## src/rtl/vidcnt11_if.sv

```systemverilog
// vidcnt11_if -- bundle of the video counter's processor and count-side signals.
//   cnten    : count tick qualifier (one advance per high cycle)
//   din      : processor write data for count / period loads
//   cntwr    : count load strobe
//   perwr    : period load strobe
//   cntrd    : count readback enable
//   count    : current count value
//   wrap     : registered one-cycle pulse after a wrap action
//   dout_out : readback value bits
//   dout_oe  : readback output enables
// slave modport is the counter side, master modport is the controller side.
interface vidcnt11_if;
    logic        cnten;
    logic [10:0] din;
    logic        cntwr;
    logic        perwr;
    logic        cntrd;
    logic [10:0] count;
    logic        wrap;
    logic [10:0] dout_out;
    logic [10:0] dout_oe;

    modport slave (
        input  cnten, din, cntwr, perwr, cntrd,
        output count, wrap, dout_out, dout_oe
    );

    modport master (
        output cnten, din, cntwr, perwr, cntrd,
        input  count, wrap, dout_out, dout_oe
    );
endinterface

```

## src/rtl/vidcnt11.sv

```systemverilog
// vidcnt11 -- 11-bit pixel/line counter with programmable wrap period.
//   sys_clk : system clock, all state changes on its rising edge
//   resetl  : synchronous active-low reset (count=0, period=0x7FF, wrap=0)
//   bus     : vidcnt11_if.slave (cnten, din, cntwr, perwr, cntrd in;
//             count, wrap, dout_out, dout_oe out)
// Optional feature: define VIDCNT_HALFLINE_EN to compare only bits 9..0 and
// use bit 10 as a half-line flag that toggles on every wrap.
module vidcnt11 (
    input  logic        sys_clk,
    input  logic        resetl,
    vidcnt11_if.slave   bus
);

    logic [10:0] r_count;
    logic [10:0] r_period;
    logic        r_wrap;

    logic        w_hit;
    logic [10:0] w_wrap_val;
    logic [10:0] w_inc_val;
    logic        w_wrap_act;

`ifdef VIDCNT_HALFLINE_EN
    // Bit 10 is a half-line flag: excluded from compare, toggled on wrap,
    // and never reached by carries out of bit 9.
    always_comb begin
        w_hit      = (r_count[9:0] == r_period[9:0]);
        w_wrap_val = {~r_count[10], 10'd0};
        w_inc_val  = {r_count[10], r_count[9:0] + 10'd1};
    end
`else
    always_comb begin
        w_hit      = (r_count == r_period);
        w_wrap_val = '0;
        w_inc_val  = r_count + 11'd1;
    end
`endif

    // cntwr wins over cnten, so a load never produces a wrap pulse.
    assign w_wrap_act = ~bus.cntwr & bus.cnten & w_hit;

    always_ff @(posedge sys_clk) begin
        if (!resetl) begin
            r_count  <= '0;
            r_period <= '1;
            r_wrap   <= 1'b0;
        end else begin
            // Compare above uses the pre-edge period, so a coincident
            // perwr only affects later compares.
            if (bus.perwr)
                r_period <= bus.din;

            if (bus.cntwr)
                r_count <= bus.din;
            else if (bus.cnten)
                r_count <= w_hit ? w_wrap_val : w_inc_val;

            r_wrap <= w_wrap_act;
        end
    end

    assign bus.count    = r_count;
    assign bus.wrap     = r_wrap;
    assign bus.dout_out = r_count;
    assign bus.dout_oe  = {11{bus.cntrd}};

endmodule
```

## src/flat_wrapper.sv

```systemverilog
// flat-port wrapper written by rule: the top's interface ports become plain ports
module vidcnt11_flat 
  (sys_clk, resetl, bus_cnten, bus_din, bus_cntwr, bus_perwr, bus_cntrd, bus_count, bus_wrap, bus_dout_out, bus_dout_oe);
  vidcnt11_if bus_i ();
  input  logic sys_clk;
  input  logic resetl;
  input wire logic [$bits(bus_i.cnten)-1:0] bus_cnten;
  input wire logic [$bits(bus_i.din)-1:0] bus_din;
  input wire logic [$bits(bus_i.cntwr)-1:0] bus_cntwr;
  input wire logic [$bits(bus_i.perwr)-1:0] bus_perwr;
  input wire logic [$bits(bus_i.cntrd)-1:0] bus_cntrd;
  output wire logic [$bits(bus_i.count)-1:0] bus_count;
  output wire logic [$bits(bus_i.wrap)-1:0] bus_wrap;
  output wire logic [$bits(bus_i.dout_out)-1:0] bus_dout_out;
  output wire logic [$bits(bus_i.dout_oe)-1:0] bus_dout_oe;
  assign bus_i.cnten = bus_cnten;
  assign bus_i.din = bus_din;
  assign bus_i.cntwr = bus_cntwr;
  assign bus_i.perwr = bus_perwr;
  assign bus_i.cntrd = bus_cntrd;
  assign bus_count = bus_i.count;
  assign bus_wrap = bus_i.wrap;
  assign bus_dout_out = bus_i.dout_out;
  assign bus_dout_oe = bus_i.dout_oe;
  vidcnt11 u_core (.sys_clk(sys_clk), .resetl(resetl), .bus(bus_i));
endmodule
```

## config.mk

```make
export PLATFORM = sky130hd
export DESIGN_NAME = vidcnt11_flat
export DESIGN_NICKNAME = d
export VERILOG_FILES = /design/src/rtl/vidcnt11_if.sv /design/src/rtl/vidcnt11.sv /design/src/flat_wrapper.sv
export SDC_FILE = /design/constraint.sdc
export NUM_CORES = 1
export LEC_CHECK = 0
export ABC_CLOCK_PERIOD_IN_PS = 2600
export CAP_MARGIN = 20
export CORE_ASPECT_RATIO = 1.25
export CORE_UTILIZATION = 40
export DETAILED_ROUTE_END_ITERATION = 10
export GPL_ROUTABILITY_DRIVEN = 0
export PLACE_DENSITY = 0.85
export SKIP_LAST_GASP = 1
export SLEW_MARGIN = 5
export SYNTH_ARGS = -nofsm -noshare
export SYNTH_HDL_FRONTEND = slang
export SYNTH_SLANG_ARGS = --single-unit
export TNS_END_PERCENT = 1
```

## constraint.sdc

```tcl
create_clock -name sys_clk -period 2.6 [get_ports sys_clk]
set_input_delay 0.26 -clock sys_clk [delete_from_list [all_inputs] [get_ports sys_clk]]
set_output_delay 0.26 -clock sys_clk [all_outputs]
set_load 0.005 [all_outputs]
```

==> results by group <==
Global routing
  – Met2 Use GR: 26.20%
  – Antenna violations before repair: 0
  – Met1 GRT Util: 21.14%
  – Tot GR Track Use: 16.02%
  – Global-route wire length before repair: 4809 um
  – Vias in the first global route: 1025
  – Grt met3 use: 1.679%
  – Largest net degree at the start of global routing: 24
  – GR peak layer: met2
  – GR Overflow Total: 0

Timing
  – Hold slack: 0.4954 ns
  – Final min period: 1.798 ns
  – Actual slew at the worst max-slew pin: 0.6634 ns
  – Final WS setup: 0.8018 ns
  – Setup TNS: 0 ns
  – Worst slew margin: 55.63%
  – Crit share post-route: 69.16%
  – RSZ-0062 raised after global routing: no
  – Clock skew: 0.005293 ns
  – Maximum clock rate: 556.1 MHz
  – Final slew viol count: 0
  – Final setup fails: 0
  – Final Hold Vio Count: 0

Power
  – Switching part of the total: 27.28%
  – Logic pwr share: 21.8%
  – Static Leak: ~0.65 nW
  – Peak VDD IR: 0.2792 mV
  – Pwr Density: 477.3 nW/um2
  – P_int: 0.5919 mW
  – Fraction of power consumed by sequential logic: 50.3%
  – Clock power share: 27.9%
  – Sw power: roughly 0.22 mW

Detailed routing
  – Drt pass-1 iters: 4
  – Via count of the routed design: about 1100
  – Vias per cell: ~5.4
  – Drt wl/cell: ~14 um
  – DRC: 0
  – Number of DRC markers in iteration 0: 48
  – Post-Route WL: 2994 um
  – Routed Antenna Nets: 0

Floorplanning
  – Die H: 68.88 um
  – Die width: between 50 and 60 um
  – Die area: 3823 um2
  – Area of the core: 3309 um2
  – Row count: 23
  – Ports: between 50 and 60
  – Initial Utilization: a little over two fifths

Worst hold path
  – Worst hold path depth: 2
  – Hold endpoint: u_core.r_period[9]
  – Hold/Removal Path Class: flop to flop
  – Hold Startpoint: u_core.r_period[9]

Critical path
  – Critical Path End Type: flop
  – RR Startpoint: u_core.bus.count[3]
  – Reg2reg end: u_core.bus.count[8]
  – Worst EP required: 2.73 ns
  – CP startpoint kind: input port
  – Critical path arrival: 1.93 ns
  – R2R Setup Slk: 0.89 ns
  – Critical path class: input port to flop
  – R2R depth: 4
  – CP Max Fanout: 14

Placed design
  – DP Wirelength: approximately 2200 um
  – Dpl ws: 0.5481 ns
  – Port Buffers: 38

Yosys
  – Cell count after synthesis: 161
  – Synth top area cells: dfxtp_1 32%, buf_4 12%, xnor2_1 9.8%, mux2i_1 7.7%, nand2_1 5.5%
  – Ys Warns: 0
  – Area share of the largest cell type after synthesis: 32.17%
  – Number of synthesized register bits: 23
  – Post-synthesis cell type count: 31
  – Netlist Area Pre-Place: about 1400 um2
  – Syn Area/Cell: between 8 and 9 um2
  – Sequential fraction of the synthesis area: 32.17%
  – Area leader, netlist: dfxtp_1
  – Syn nets: about 180

Clock network
  – Clock root buffer master: clkbuf_8
  – Clk slew on worst S/H paths: around 0.080 ns
  – Setup bufs post-CTS: 0
  – Clock Path Buffers: 2
  – Hold_buf cts: 0
  – CTS tree: yes
  – Clk_lat worst skew: ~0.27 ns
  – Post-CTS sizing: 0
  – Sink Count: 23
  – TritonCTS buffer count: 3
  – H-Tree Level Count: 1

Cells and area
  – Final nets: 193
  – Diode count: 0
  – Area Growth Syn to Fin: 19.14%
  – Layout cells sized above 1: 8.046%
  – Finished Core Util: 51.53%

Flow run
  – MaxCap Viol Count: 0

Outcome
  – Outcome: finished clean
through the flow:
stage                     std cells  power, mW  area, um2
after floorplan                 161     0.5343       1431
after global placement          207     0.5913       1660
after detailed placement        207     0.5948       1660
after CTS                       211     0.8175       1705
after global routing            211     0.8491       1705
final                           211     0.8139       1705
state kept, by name, summed over array words and instances (netlist names):
name	cells
u_core.bus.count	11
u_core.bus.wrap	1
u_core.r_period	11
placed cells by master, fill, tap and decap left out, drive strengths merged, types with 5 or more instances in the layout:
cell           Yosys  layout
clkdlybuf4s50      0      38
dfxtp             23      23
nand2             21      21
xnor2             18      18
mux2i             11      11
o31ai              8       8
a21oi              6       6
nor2               5       5
a21o               5       5
o211ai             5       5
nand3              5       5
logic make-up after synthesis:
| kind of cell | count (synthesis) | synth area share [%] |
|---|---|---|
| simple gates | 43 | 15.91 |
| buf+inv | 33 | 15.12 |
| compound gates | 30 | 14.95 |
| flops | 23 | 32.17 |
| xor+xnor | 20 | 13.29 |
| mux | 11 | 7.693 |
| fa+ha+maj | 1 | 0.8740 |
how the worst max path moves through the flow:
stage / to / start / cells past startpoint
2_1_floorplan: u_core.bus.count[10] / u_core.bus.count[3] / 5
3_3_place_gp: u_core.bus.count[4] / bus_cntwr / 5
3_5_place_dp: u_core.bus.count[4] / bus_cntwr / 5
4_1_cts: u_core.bus.count[4] / bus_cntwr / 5
5_1_grt: u_core.bus.count[4] / bus_cntwr / 5
6_report: u_core.bus.count[4] / bus_cntwr / 5
layout make-up:
type	instances	area, um2
fillers	297	1604
repair buffers	39	387.9
flip-flops and latches	23	460.4
inverters	3	11.26
multi-input cells	105	754.5
well taps	37	46.29
clock buffers	4	45.04
per-layer routing:
layer | vias up | part of all wire, %
met5 | - | 0
met4 | 0 | 2.1
met3 | 9 | 4.8
met2 | 46 | 50
met1 | 527 | 43
li1 | 563 | -
worst max-delay path: stages:
cell and delay [ns]:
clkdlybuf4s50_1 0.77, clkinv_1 0.37, and3_2 0.30, a21oi_1 0.13, o22ai_1 0.09
Yosys cell counts:
| master | instances |
|---|---|
| o31ai_4 | 1 |
| a21oi_1 | 6 |
| inv_1 | 1 |
| and3_2 | 1 |
| clkinv_1 | 2 |
| clkbuf_1 | 5 |
| nand2_1 | 21 |
| mux2i_1 | 11 |
| buf_6 | 1 |
| nand3_1 | 4 |
| buf_4 | 22 |
| and3_1 | 3 |
| o31ai_1 | 7 |
| a21o_1 | 5 |
| nor3_2 | 2 |
| nor4_1 | 1 |
| nand2b_1 | 1 |
| nand4_2 | 2 |
| dfxtp_1 | 23 |
| xor2_1 | 2 |
| o21ai_0 | 2 |
| ha_1 | 1 |
| nor2_1 | 5 |
| xnor2_2 | 2 |
| xnor2_1 | 16 |
| o211ai_1 | 5 |
| nand4_1 | 1 |
| nand3_2 | 1 |
| and4_2 | 1 |
| buf_2 | 2 |
| o22ai_1 | 4 |
power by group through the flow:
| stage | clock network [mW] | logic (mW) | registers [mW] |
|---|---|---|---|
| 4_1_cts | 0.230 | 0.178 | 0.410 |
| 3_3_place_gp | 0 | 0.174 | 0.417 |
| 3_5_place_dp | 0 | 0.177 | 0.418 |
| 2_1_floorplan | 0 | 0.126 | 0.408 |
| 6_report | 0.227 | 0.177 | 0.410 |
| 5_1_grt | 0.244 | 0.192 | 0.414 |
Power figures use the tool's default switching activity.
